### config.mk
export PLATFORM = sky130hd
export DESIGN_NAME = alu_dispatch
export DESIGN_NICKNAME = d
export VERILOG_FILES = /design/src/rtl/alu_dispatch.sv
export SDC_FILE = /design/constraint.sdc
export NUM_CORES = 1
export LEC_CHECK = 0
export CORE_AREA = 3 3 161 163
export CTS_CLUSTER_DIAMETER = 150
export DETAILED_ROUTE_END_ITERATION = 12
export DIE_AREA = 0 0 164 166
export GPL_TIMING_DRIVEN = 1
export PLACE_DENSITY = 0.88
export SLEW_MARGIN = 20
export SYNTH_ARGS = -nofsm -noshare
export SYNTH_HDL_FRONTEND = slang
export SYNTH_SLANG_ARGS = --single-unit
### constraint.sdc
create_clock -name clk -period 10.2 [get_ports clk]
set_input_delay 1.02 -clock clk [delete_from_list [all_inputs] [get_ports clk]]
set_output_delay 1.02 -clock clk [all_outputs]
set_load 0.1 [all_outputs]
### src/rtl/alu_dispatch.sv
// Issue-side sequencer for a combinational multicycle ALU: accepts requests, holds
// registered operands for a per-op latency, and queues tagged results in a 2-entry FIFO.
module alu_dispatch #(
  parameter int TAG_W      = 4,
  parameter int LAT_SIMPLE = 1,
  parameter int LAT_MUL    = 3,
  parameter int LAT_DBL    = 1
) (
  input  logic             clk,
  input  logic             rst_n,
  input  logic             req_valid,
  output logic             req_ready,
  input  logic [2:0]       req_op,
  input  logic             req_floating,
  input  logic             req_form,
  input  logic [1:0]       req_precision,
  input  logic [31:0]      req_a,
  input  logic [31:0]      req_b,
  input  logic [31:0]      req_c,
  input  logic [31:0]      req_d,
  input  logic [TAG_W-1:0] req_tag,
  output logic [2:0]       alu_op,
  output logic             alu_floating,
  output logic             alu_form,
  output logic [1:0]       alu_precision,
  output logic [31:0]      alu_a,
  output logic [31:0]      alu_b,
  output logic [31:0]      alu_c,
  output logic [31:0]      alu_d,
  input  logic [31:0]      alu_y1,
  input  logic [31:0]      alu_y2,
  output logic             rsp_valid,
  input  logic             rsp_ready,
  output logic [31:0]      rsp_y1,
  output logic [31:0]      rsp_y2,
  output logic [TAG_W-1:0] rsp_tag,
  output logic             busy
);

  localparam int MAX_L = ((LAT_MUL > LAT_SIMPLE) ? LAT_MUL : LAT_SIMPLE) + LAT_DBL;
  localparam int CNT_W = (MAX_L < 2) ? 1 : $clog2(MAX_L + 1);

  typedef enum logic { IDLE, EXEC } state_t;

  typedef struct packed {
    logic [31:0]      y1;
    logic [31:0]      y2;
    logic [TAG_W-1:0] tag;
  } rsp_t;

  state_t           state, state_nxt;
  logic [CNT_W-1:0] cnt;
  logic [CNT_W-1:0] lat;
  logic [TAG_W-1:0] tag_q;
  logic             last, accept, push, pop;
  logic [1:0]       count;
  logic [2:0]       space;
  logic             wr_ptr, rd_ptr;
  rsp_t             fifo_q [2];
  rsp_t             head;

  always_comb begin
    lat = (req_op == 3'b010 || req_op == 3'b110) ? CNT_W'(LAT_MUL) : CNT_W'(LAT_SIMPLE);
    if (req_precision == 2'b11) lat = lat + CNT_W'(LAT_DBL);
  end

  assign last   = (state == EXEC) && (cnt == CNT_W'(1));
  assign pop    = rsp_valid && rsp_ready;
  assign push   = last;
  // A pop on the same edge frees a slot, so back-to-back issue can use it.
  assign space  = 3'd2 - {1'b0, count} + {2'b0, pop};
  assign req_ready = ((state == IDLE) && (space >= 3'd1)) ||
                     (last && (space >= 3'd2));
  assign accept = req_valid && req_ready;
  assign busy   = (state == EXEC);

  always_comb begin
    state_nxt = state;
    case (state)
      IDLE: if (accept) state_nxt = EXEC;
      EXEC: if (last)   state_nxt = accept ? EXEC : IDLE;
      default:          state_nxt = IDLE;
    endcase
  end

  always_ff @(posedge clk) begin
    if (!rst_n) begin
      state <= IDLE;
      cnt   <= '0;
    end else begin
      state <= state_nxt;
      if (accept)
        cnt <= lat;
      else if (state == EXEC)
        cnt <= cnt - CNT_W'(1);
    end
  end

  // Operands only move on accept; they are a multicycle path into the ALU.
  always_ff @(posedge clk) begin
    if (!rst_n) begin
      alu_op        <= '0;
      alu_floating  <= 1'b0;
      alu_form      <= 1'b0;
      alu_precision <= '0;
      alu_a         <= '0;
      alu_b         <= '0;
      alu_c         <= '0;
      alu_d         <= '0;
      tag_q         <= '0;
    end else if (accept) begin
      alu_op        <= req_op;
      alu_floating  <= req_floating;
      alu_form      <= req_form;
      alu_precision <= req_precision;
      alu_a         <= req_a;
      alu_b         <= req_b;
      alu_c         <= req_c;
      alu_d         <= req_d;
      tag_q         <= req_tag;
    end
  end

  always_ff @(posedge clk) begin
    if (!rst_n) begin
      wr_ptr <= 1'b0;
      rd_ptr <= 1'b0;
      count  <= '0;
    end else begin
      if (push) wr_ptr <= ~wr_ptr;
      if (pop)  rd_ptr <= ~rd_ptr;
      case ({push, pop})
        2'b10:   count <= count + 2'd1;
        2'b01:   count <= count - 2'd1;
        default: count <= count;
      endcase
    end
  end

  // Storage needs no reset: the head is masked whenever count is zero.
  always_ff @(posedge clk) begin
    if (push) fifo_q[wr_ptr] <= '{y1: alu_y1, y2: alu_y2, tag: tag_q};
  end

  assign head      = fifo_q[rd_ptr];
  assign rsp_valid = (count != 2'd0);
  assign rsp_y1    = rsp_valid ? head.y1  : '0;
  assign rsp_y2    = rsp_valid ? head.y2  : '0;
  assign rsp_tag   = rsp_valid ? head.tag : '0;

endmodule
* Yosys cells after proc, flatten, opt, wreduce, memory -nomap -nowiden
Memories as Yosys holds them, arrays and structs flattened. A register that Yosys moved wholly into a read port is not among the register bits.
Index checks and enable logic that the tools add are counted.
** Word-level totals
- Flip-flop bits (word level) :: 147
- Memories kept :: 1
- Word-level logic and storage cells :: 57
- Memory bits (writable) :: 136
- Output and inout bits :: 206
- Input port bits :: 207
** Memories
- fifo_q :: words 2, bits a word 68, read ports 1, clocked after Yosys merged registers in 1, wr ports 1, line 59 : rsp_t fifo_q [2];
** Cells by class
- Reduce and logical (&&, ||, !) cells :: 10
- Bitwise logic cells :: 3
- Mux-type cells :: 15
- $lt $le $gt $ge :: 2
- Add/subtract/negate cells :: 6
- Equality and inequality tests :: 6
** Operators with widths (number)
- two-way mux 32 bit :: 2
- two-way mux 3 bit :: 3
- two-way mux 1 bit :: 6
- nonzero test 2 bit :: 3
- logical AND 1 bit :: 5
- == test 2 bit (second input constant) :: 2
- two-way mux 4 bit :: 1
- one-hot mux 2 bit (2 select lines) :: 1
- adder 2 x 1 -> 3 bit (second input constant) :: 1
- adder 3 x 1 -> 3 bit :: 1
- == test 3 x 1 -> 1 bit (second input constant) :: 1
- == test 3 x 2 -> 1 bit (second input constant) :: 1
- == test 3 bit (second input constant) :: 1
- >= comparator 3 x 1 -> 1 bit (second input constant) :: 1
- >= comparator 3 x 2 -> 1 bit (second input constant) :: 1
- NOT 1 bit :: 3
- subtractor 2 x 2 -> 3 bit (first input constant) :: 1
- subtractor 3 x 1 -> 3 bit (second input constant) :: 1
- adder 2 x 1 -> 2 bit (second input constant) :: 1
- == test 2 x 1 -> 1 bit (second input constant) :: 1
- logical OR 1 bit :: 2
- two-way mux 2 bit :: 1
- one-hot mux 1 bit (2 select lines) :: 1
- subtractor 2 x 1 -> 2 bit (second input constant) :: 1

* Longest topological paths before layout
- Word-level depth :: 10
- Depth in mapped cells :: 12
- Mapped depth without buffers :: 9

* Worst setup path before layout
OpenSTA, ideal clock, no wires.
- Kind :: register to register
- Start :: register state (netlist: busy)
- End :: memory fifo_q[0][0] in the netlist's numbering, enable pin
- Data arrival time :: 4202 ps
- Stages on the path, launching flop included :: 4
- Period minus slack after synthesis :: 4698 ps
- Path buffers :: 1
- Data required time :: 9704 ps
- Path slack :: 5502 ps
- Setup time :: 496 ps
- Cells stage by stage :: dfxtp_1 > buf_4 > nand2_1 > nor2_1
** On the way
- Word-level cells in the longest chain between the ends :: 3
** Ends and longest elaborated chain
- start, declared :: line 51 : state_t state, state_nxt;
- start signal, assigned :: line 91 : state <= state_nxt;
- logical AND 1 bit :: line 67 : assign last = (state == EXEC) && (cnt == CNT_W'(1));
- two-way mux 1 bit :: line 142 : if (push) fifo_q[wr_ptr] <= '{y1: alu_y1, y2: alu_y2, tag: tag_q};
- two-way mux 1 bit (implied by the code) :: line 142
- end, declared :: line 59
Every way passes these cells.

* Worst setup path in the final report
- Start :: input rsp_ready
- End :: output req_ready
** On the way
- Word-level cells in the longest chain between the ends :: 5
- Elaborated cells on any way between the ends :: 7
- Classes of those cells :: add/sub: 1; order compare: 2; reduce/logical: 4
** Ends and longest elaborated chain
- start, declared :: line 33 : input logic rsp_ready,
- logical AND 1 bit * :: line 68 : assign pop = rsp_valid && rsp_ready;
- adder 3 x 1 -> 3 bit * :: line 71 : assign space = 3'd2 - {1'b0, count} + {2'b0, pop};
- >= comparator 3 x 1 -> 1 bit or >= comparator 3 x 2 -> 1 bit (tied branches) :: line 72, 73
- logical AND 1 bit (on tied branches) :: line 72, 73
- logical OR 1 bit * :: line 72 : assign req_ready = ((state == IDLE) && (space >= 3'd1)) ||
- end, declared :: line 12 : output logic req_ready,
Mark *: on every way between the ends. The rest lies on a longest branch, timed or not.

==> flow_summary.toml <==
[critical_path]
crit_type = "in -> out"
r2r_start = "count[0]$_SDFFE_PN0P_"
rr_endpoint = "alu_c[14]$_SDFFE_PN0P_"
worst_ep_arrival_time_ns = 3.49
cp-end-kind = "output port"
cp_max_fo = 3
timing.reg2reg.setup_slack_ns = 7.03
r2r_cells = 11
required_ns = 9.18
critPathLaunchType = "input pin"

[synth]
yosysWarnings = 0
synthTopCellsByArea = "edfxtp_1 (37%), dfxtp_1 (27%), mux2i_1 (19%)"
ys_seq_area_share_pct = 63.35
synth_largest_area_cell = "edfxtp_1"
ys_seq_elements = 284
synthesis.nets = 1165
synth_top_area_share_pct = 36.72
syn_area_per_cell_um2 = 11.68
synthCells = 952
ys_types = 32
syn_area_um2 = 11120

[clock_tree]
cts_sinks = 284
cts_made_buffers = 30
cts_setup_buffers = 0
clock_latency_ns = 0.55
clk_pin_slew_ns = 0.06
tritoncts = "done"
cts.hold.buffers_added = 0
clk_path_buf_depth = 3
cts.repair.resized = 0
root_buffer = "clkbuf_16"
htree_levels = 1

[sta]
fmax_mhz = 221.9
fin_crit_ns = 4.507
max_slew_margin_pct = 28.08
fin_skew_ns = 0.02301
period_share_pct = 44.18
slew_viol_final = 0
setup_violations = 0
rsz0062_at_grt = "false"
final_hold_viol_count = 0
worstMarginPinSlew_ns = 1.079
finalSetupTns_ns = 0

[global_route]
grt_first_pass_wirelength_um = 44950
grt_pass1_vias = 8384
antenna_found_initial = 3
grt_overflow = 0
grt_max_degree = 106
grt_usage_pct = 20.61

[floorplan]
dieHeight_um = 166
core_area_um2 = 24460
ios = 413
die-area_um2 = 27220
die_w_um = 164
initial_core_util_pct = 45.47
rows = 57

[layout]
final_common_cell = "clkdlybuf4s50_1"
stdcell_count = 1690
area_delta_synth_final_pct = 48.47
multi_input_area_um2 = 3732
nNetsFinal = 1554
layout_common_cells = "clkdlybuf4s50_1 (411), nand2_1 (285), mux2i_1 (208)"
n_fill_cell = 1711
drive_gt1_share_pct = 4.916
seq_area_um2 = 7051

[route]
wl_um = 29410
drtAntennaViolNets = 0
first_pass_iters = 4
vias = 8188
via_per_inst = 4.845
routedWlPerCell_um = 17.40
drc = 0
drtIter0Drc = 443

[run_status]
status = "completed"

[hold_path]
hold_end = "fifo_q[0][2]$_DFFE_PP_"
hp-class = "reg -> reg"
holdPathStages = 0
worst_hold_startpoint = "tag_q[2]$_SDFFE_PN0P_"

[power]
ir_drop_uv = 223.6
p_leak_uw = 0.006358
pwr_density_cell_nw_per_um2 = 332.1

[run]
drv_cap = 0

[placement]
place_hpwl_um = 20360
dp.cells = 1632
routabilityCongestion = 0.8090
port_buffers = 412
[worst max-delay path: stages]
cell	delay, ns
clkdlybuf4s50_1	0.47
nand2_1	0.10
ha_1	0.22
ha_1	0.28
a21oi_1	0.12
or2_2	0.14
clkdlybuf4s50_1	1.13
[flip-flops by register name, summed over array words and instances, names as in the netlist, 2 cells and up, named ones only]
register / count
alu_precision: 2
fifo_q: 136
alu_c: 32
cnt: 3
alu_a: 32
tag_q: 4
alu_d: 32
alu_b: 32
alu_op: 3
count: 2
[worst max-delay path by stage]
stage                     slack (ns)                endpoint       startpoint  cells after the start
after floorplan                 5.50  fifo_q[0][0]$_DFFE_PP_  busy$_SDFF_PN0_                      3
after detailed placement        5.60  alu_a[17]$_SDFFE_PN0P_        rsp_ready                      9
after global routing            5.56               req_ready        rsp_ready                      7
after CTS                       5.69               req_ready        rsp_ready                      7
after global placement          5.62  alu_a[14]$_SDFFE_PN0P_        rsp_ready                      9
final                           5.69               req_ready        rsp_ready                      7
[through the flow]
step | hold slack, ns | util, % | cell area (µm²) | worst slack (ns) | total power (µW)
after floorplan | 0.4254 | - | 11120 | 5.502 | 3706
after global placement | 0.4309 | 62.89 | 15380 | 5.625 | 4299
final | 0.4447 | 67.51 | 16510 | 5.693 | 5484
after global routing | 0.4485 | 67.51 | 16510 | 5.564 | 5678
after CTS | 0.4438 | 67.40 | 16490 | 5.693 | 5523
after detailed placement | 0.4370 | 63.00 | 15410 | 5.599 | 4332
[Yosys cell counts, drive strengths merged]
| library cell | n |
|---|---|
| nand2 | 285 |
| mux2i | 208 |
| dfxtp | 148 |
| edfxtp | 136 |
| nor2 | 71 |
| clkbuf | 38 |
| buf | 26 |
| and2 | 6 |
| ha | 6 |
| inv | 4 |
| xnor2 | 3 |
| a21boi | 2 |
| a21oi | 2 |
| nand2b | 2 |
| nor2b | 2 |
| o21ai | 2 |
| xor2 | 2 |
| and3 | 1 |
| nor3 | 1 |
| nor4b | 1 |
| o211ai | 1 |
| o21a | 1 |
| o21bai | 1 |
| o311a | 1 |
| or2 | 1 |
| or3 | 1 |
[power by group]
group | internal [µW] | switching, µW | total, µW
logic | 682 | 2060 | 2740
registers | 1440 | 139 | 1580
clock network | 733 | 437 | 1170
[layer usage]
metal / part of all wire [%] / wire [µm] / vias to the layer above / GRT usage (%)
li1: - / - / 3992 / -
met5: 0 / 0 / - / 0
met1: 36 / 10710 / 3798 / 22.75
met2: 49 / 14400 / 330 / 35.34
met3: 11 / 3332 / 68 / 8.830
met4: 3.3 / 960 / 0 / 7.282
[cell type report]
type	instances	area share, %
timing repair buffer	421	25.60
tap	324	2.455
antenna	3	0.04546
inverter	4	0.09092
multi-input combinational	600	22.60
sequential	284	42.69
clock buffer	38	4.856
clock inverter	16	1.659
[logic make-up after synthesis]
logic type                 share of synthesized area (%)
xor gates and xnor gates                          0.3938
DFF                                                63.35
buffers and inverters                              3.240
and+or+nand+nor                                    12.98
adders and majority gates                         0.6749
AOI/OAI and AO/OA                                 0.6413
muxes                                              18.72
(Power assumes the default switching activity.)
